**config.mk**
```make
export PLATFORM = sky130hd
export DESIGN_NAME = fsm_frame_tx
export DESIGN_NICKNAME = d
export VERILOG_FILES = /design/src/rtl/fsm_tx_pkg.sv /design/src/rtl/frame_piso.sv /design/src/rtl/fsm_frame_tx.sv
export SDC_FILE = /design/constraint.sdc
export NUM_CORES = 1
export LEC_CHECK = 0
export BUFFER_PORTS_ARGS = -buffer_cell sky130_fd_sc_hd__clkbuf_2
export CAP_MARGIN = 20
export CORE_ASPECT_RATIO = 1.5
export CORE_MARGIN = 2
export CORE_UTILIZATION = 45
export DETAILED_ROUTE_END_ITERATION = 12
export PLACE_DENSITY = 0.63
export SYNTH_ARGS = -nofsm -noshare
export SYNTH_HDL_FRONTEND = slang
export SYNTH_HIERARCHICAL = 1
export SYNTH_SLANG_ARGS = --single-unit
```
**constraint.sdc**
```tcl
create_clock -name clk -period 3.7 [get_ports clk]
set_clock_uncertainty 0.15 [all_clocks]
set_input_delay 0.185 -clock clk [delete_from_list [all_inputs] [get_ports clk]]
set_output_delay 0.185 -clock clk [all_outputs]
set_load 0.02 [all_outputs]
```
**src/rtl/fsm_tx_pkg.sv**
```systemverilog
// Shared definitions for the frame transmitter: state encoding and counter sizing.
// No logic of its own; imported by the FSM and its serialiser.
package fsm_tx_pkg;

    typedef enum logic [2:0] {
        IDLE  = 3'd0,
        PRE   = 3'd1,
        GAP   = 3'd2,
        SHIFT = 3'd3,
        TAIL  = 3'd4
    } state_t;

    function automatic int cnt_width(input int a, input int b, input int c);
        int m;
        m = a;
        if (b > m) m = b;
        if (c > m) m = c;
        return $clog2(m + 1);
    endfunction

endpackage

```
**src/rtl/frame_piso.sv**
```systemverilog
// Parallel-in/serial-out register, MSB first, zero fill; load has priority over shift.
// Zero latency from register to msb; no backpressure, shifts whenever shift is high.
module frame_piso #(
    parameter int W = 8
) (
    input  logic         clk,
    input  logic         rst_n,
    input  logic         load,
    input  logic         shift,
    input  logic [W-1:0] din,
    output logic         msb
);

    logic [W-1:0] sr;

    always_ff @(posedge clk or negedge rst_n) begin
        if (!rst_n) begin
            sr <= '0;
        end else if (load) begin
            sr <= din;
        end else if (shift) begin
            sr <= sr << 1;
        end
    end

    assign msb = sr[W-1];

endmodule

```
**src/rtl/fsm_frame_tx.sv**
```systemverilog
// Wake pulse, gap, then framed MSB-first serial word; done pulses in the one TAIL cycle.
// First PRE cycle one clock after accepted start; start while busy is dropped, never queued.
module fsm_frame_tx
    import fsm_tx_pkg::*;
#(
    parameter int DATA_W  = 8,
    parameter int PRE_LEN = 2,
    parameter int GAP_LEN = 1
) (
    input  logic              clk,
    input  logic              rst_n,
    input  logic              start,
    input  logic [DATA_W-1:0] din,
    output logic              busy,
    output logic              rfout,
    output logic              sh_en,
    output logic              sdo,
    output logic              done
);

    localparam int CW = cnt_width(PRE_LEN, GAP_LEN, DATA_W);
    localparam logic [CW-1:0] PRE_LD = CW'(PRE_LEN - 1);
    localparam logic [CW-1:0] GAP_LD = CW'((GAP_LEN > 0) ? GAP_LEN - 1 : 0);
    localparam logic [CW-1:0] DAT_LD = CW'(DATA_W - 1);

    state_t        state;
    logic [CW-1:0] cnt;
    logic          load;
    logic          shift;
    logic          msb;

    assign load  = (state == IDLE) && start;
    assign shift = (state == SHIFT);

    frame_piso #(.W(DATA_W)) u_piso (
        .clk   (clk),
        .rst_n (rst_n),
        .load  (load),
        .shift (shift),
        .din   (din),
        .msb   (msb)
    );

    // Gating by the registered frame keeps sdo quiet outside SHIFT.
    assign sdo = sh_en & msb;

    always_ff @(posedge clk or negedge rst_n) begin
        if (!rst_n) begin
            state <= IDLE;
            cnt   <= '0;
            busy  <= 1'b0;
            rfout <= 1'b0;
            sh_en <= 1'b0;
            done  <= 1'b0;
        end else begin
            done <= 1'b0;
            case (state)
                IDLE: begin
                    if (start) begin
                        state <= PRE;
                        cnt   <= PRE_LD;
                        busy  <= 1'b1;
                        rfout <= 1'b1;
                    end
                end
                PRE: begin
                    if (cnt == '0) begin
                        rfout <= 1'b0;
                        if (GAP_LEN > 0) begin
                            state <= GAP;
                            cnt   <= GAP_LD;
                        end else begin
                            state <= SHIFT;
                            cnt   <= DAT_LD;
                            sh_en <= 1'b1;
                        end
                    end else begin
                        cnt <= cnt - 1'b1;
                    end
                end
                GAP: begin
                    if (cnt == '0) begin
                        state <= SHIFT;
                        cnt   <= DAT_LD;
                        sh_en <= 1'b1;
                    end else begin
                        cnt <= cnt - 1'b1;
                    end
                end
                SHIFT: begin
                    if (cnt == '0) begin
                        state <= TAIL;
                        sh_en <= 1'b0;
                        done  <= 1'b1;
                    end else begin
                        cnt <= cnt - 1'b1;
                    end
                end
                TAIL: begin
                    state <= IDLE;
                    busy  <= 1'b0;
                end
                default: begin
                    state <= IDLE;
                    busy  <= 1'b0;
                    rfout <= 1'b0;
                    sh_en <= 1'b0;
                end
            endcase
        end
    end

endmodule
```
==> run_results.csv <==
group,metric,value,unit
status,outcome,"finished, final reports clean",
logic_synthesis,netlist_top_cells_count,"19 x dfrtp_1, 9 x o21ai_1, 8 x mux2i_1, 8 x nand2_1",
floorplanning,die-height,62.4,um
clock_tree,clkSlewWorstSetupHoldPaths,110,ps
clock_tree,worstSkewPairLatency,290,ps
setup_path,path_cells,"nor2_2 -> and3_1 -> nand2b_1 -> o21ai_0",
routing,drtPass1Iterations,4,
pwr,total_power,963,uW
timing,period_needed,1810,ps
clock_tree,clock-sinks,19,
routing,antenna_left,0,
job,cap_violations,0,
timing,hold_viol_final,0,
setup_path,path_max_fanout,16,
clock_tree,cts_tree,"yes",
cells_and_area,drive_gt1_share,24.3,%
floorplanning,coreArea,0.00221,sq mm
global_route,grt_max_degree,20,
setup_path,slowest_stage,"dfrtp_1",
logic_synthesis,synth_warnings,6,
setup_path,worstPathRequired,3710,ps
logic_synthesis,synth.net_count,105,
timing,fin_setup_tns,0,ps
routing,via_per_inst,5.37,
pwr,power.leakage,0.000546,uW
floorplanning,pin_count,16,
logic_synthesis,synth_area,0.00102,sq mm
timing,timing.final.crit_share,49.0,%
timing,setup_viol,0,
routing,post_drt_wl_per_cell,14.3,um
pwr,ir_drop,456,uV
floorplanning,rows,21,
clock_tree,root_buffer,"clkbuf_4",
setup_path,end_kind,"flop",
logic_synthesis,synthCells,93,
place,place_congestion,0.819,
logic_synthesis,synth_edf_count,0,
setup_path,start_kind,"flop",
routing,drc,0,
global_route,grt_pass1_wl,3.57,mm
logic_synthesis,async_flop_share,100,%
logic_synthesis,synth_seq_area_share,46.5,%
timing,slew_viol_final,0,
logic_synthesis,synth_top_area_cell,"dfrtp_1",
timing,relSlewSlack,68.5,%
logic_synthesis,synth.avg_cell_area,11.0,sq um
min_path,holdCritPathClass,"input port to flop",
floorplanning,die_w,42.9,um
setup_path,critPathBufInv,0,
setup_path,worstPathArrival,1830,ps
logic_synthesis,synth.most_common_cell,"dfrtp_1",
timing,tightest_slew,473,ps
logic_synthesis,synthTopCellsByArea,"dfrtp_1 46%, mux2i_1 7.8%, buf_6 5.5%",
routing,wl,1.98,mm
setup_path,crit_family,"simple AND/OR/NAND/NOR gates",
cells_and_area,area_delta_synth_final,15.4,%
timing,rsz0062_at_grt,"false",
setup_path,worstSetupPathType,"flop to flop",
global_route,first_global_vias,797,
pwr,pwr_density_cell,815,mW/mm^2
place,placed_cells,125,
routing,vias,741,
logic_synthesis,synth_top_area_share,46.5,%
global_route,grt_antenna_before_repair,0,
routing,drt-initial-drc-count,15,
logic_synthesis,synth-seq-cells,19,
floorplanning,initial_core_util,46.4,%
floorplanning,dieArea,0.00268,sq mm
clock_tree,htreeDepth,1,
timing,fmax,551,MHz
cells_and_area,insertedDiodeCount,0,
logic_synthesis,ys.flop_type,"dfrtp_1",
clock_tree,cts_buffers,3,
global_route,grt_overflow,0,
cells_and_area,final_nets,128,
global_route,grt_use_total,17.4,%
cells_and_area,final_cell_count_no_fill,138,
setup_path,max_stage_delay,530,ps
place,dp_hpwl,1.41,mm
clock_tree,cts_buffer_depth,2,
timing,timing.hold.ws,101,ps
logic_synthesis,synth_cell_type_count,39,
place,numPortBuffers,15,
[layout by cell type, fill, tap and decap left out, types with 2 or more instances in the layout]
master / instances
o21ai_0: 2
clkbuf_4: 3
dfrtp_1: 19
inv_1: 2
mux2i_1: 8
a21oi_1: 2
and3_1: 4
clkbuf_2: 15
o21ai_1: 9
nand2_1: 8
dlygate4sd3_1: 9
nor2_1: 5
[worst register-to-register path: cells and delay by family, from the launching register on]
kind | cells | cell delay [ps]
AND/OR/NAND/NOR | 3 | 930
flip-flops | 1 | 530
AO/OA/AOI/OAI | 1 | 70
[kinds of logic (layout without fill, tap and decap cells)]
family,Yosys count,count (layout),synth area share (%)
flip-flops,19,19,46.5
multiplexers,8,8,7.82
XOR/XNOR,1,1,0.856
AND/OR/NAND/NOR,30,30,18.3
buffers and inverters,9,31,7.33
AO/OA/AOI/OAI,25,25,18.0
adder cells (fa/ha/maj),1,1,1.22
[power by group]
part | internal (uW) | switching (uW) | leakage (uW)
clock network | 40.2 | 62.2 | 0.0000177
logic | 226 | 225 | 0.000292
registers | 301 | 109 | 0.000236
total | 567 | 396 | 0.000546
[cell type report]
cell class	count	area, sq um
sequential	19	475
fill	195	1030
timing repair buffer	24	165
clock buffer	3	22.5
multi-input combinational	65	473
inverter	3	11.3
clock inverter	1	5.00
tap	23	28.8
[stage by stage]
stage               instance area (sq um)  util, %  worst slack [ps]
finish                               1180     53.5              1890
global route                         1180     53.5              1710
CTS                                  1180     53.5              1920
detailed placement                   1060     48.2              1940
global placement                     1060     48.2              1940
floorplan                            1020        -              2180
[registers in the layout, indices dropped and copies added, names as in the netlist]
name,count
u_piso/sr,8
cnt,4
state,3
busy,1
done,1
rfout,1
sh_en,1
[final timing paths]
| kind | cells past startpoint | slack [ps] | endpoint | startpoint |
|---|---|---|---|---|
| max | 4 | 1890 | u_piso/sr[0]$_DFFE_PN0P_ | state[0]$_DFFE_PN0P_ |
| min | 3 | 100 | busy$_DFFE_PN0P_ | start |
| max reg2reg | 4 | 1890 | u_piso/sr[0]$_DFFE_PN0P_ | state[0]$_DFFE_PN0P_ |
| min reg2reg | 2 | 370 | busy$_DFFE_PN0P_ | busy$_DFFE_PN0P_ |
| max in group asynchronous | 2 | 2870 | u_piso/sr[1]$_DFFE_PN0P_ | rst_n |
| min in group asynchronous | 2 | 200 | u_piso/sr[6]$_DFFE_PN0P_ | rst_n |
[per-layer routing]
layer	share of wire, %	global-route usage, %
met4	0.96	7.95
met1	43	21.8
met3	4.0	3.47
met2	52	28.2
met5	0	0
[what timing repair did]
action / CTS / global route
endpoints found under the hold margin: 27 / 0
resized for setup: 0 / 0
setup buffers: 0 / 0
hold buffers: 9 / 0
No activity file was read; power rests on OpenSTA's default activity.
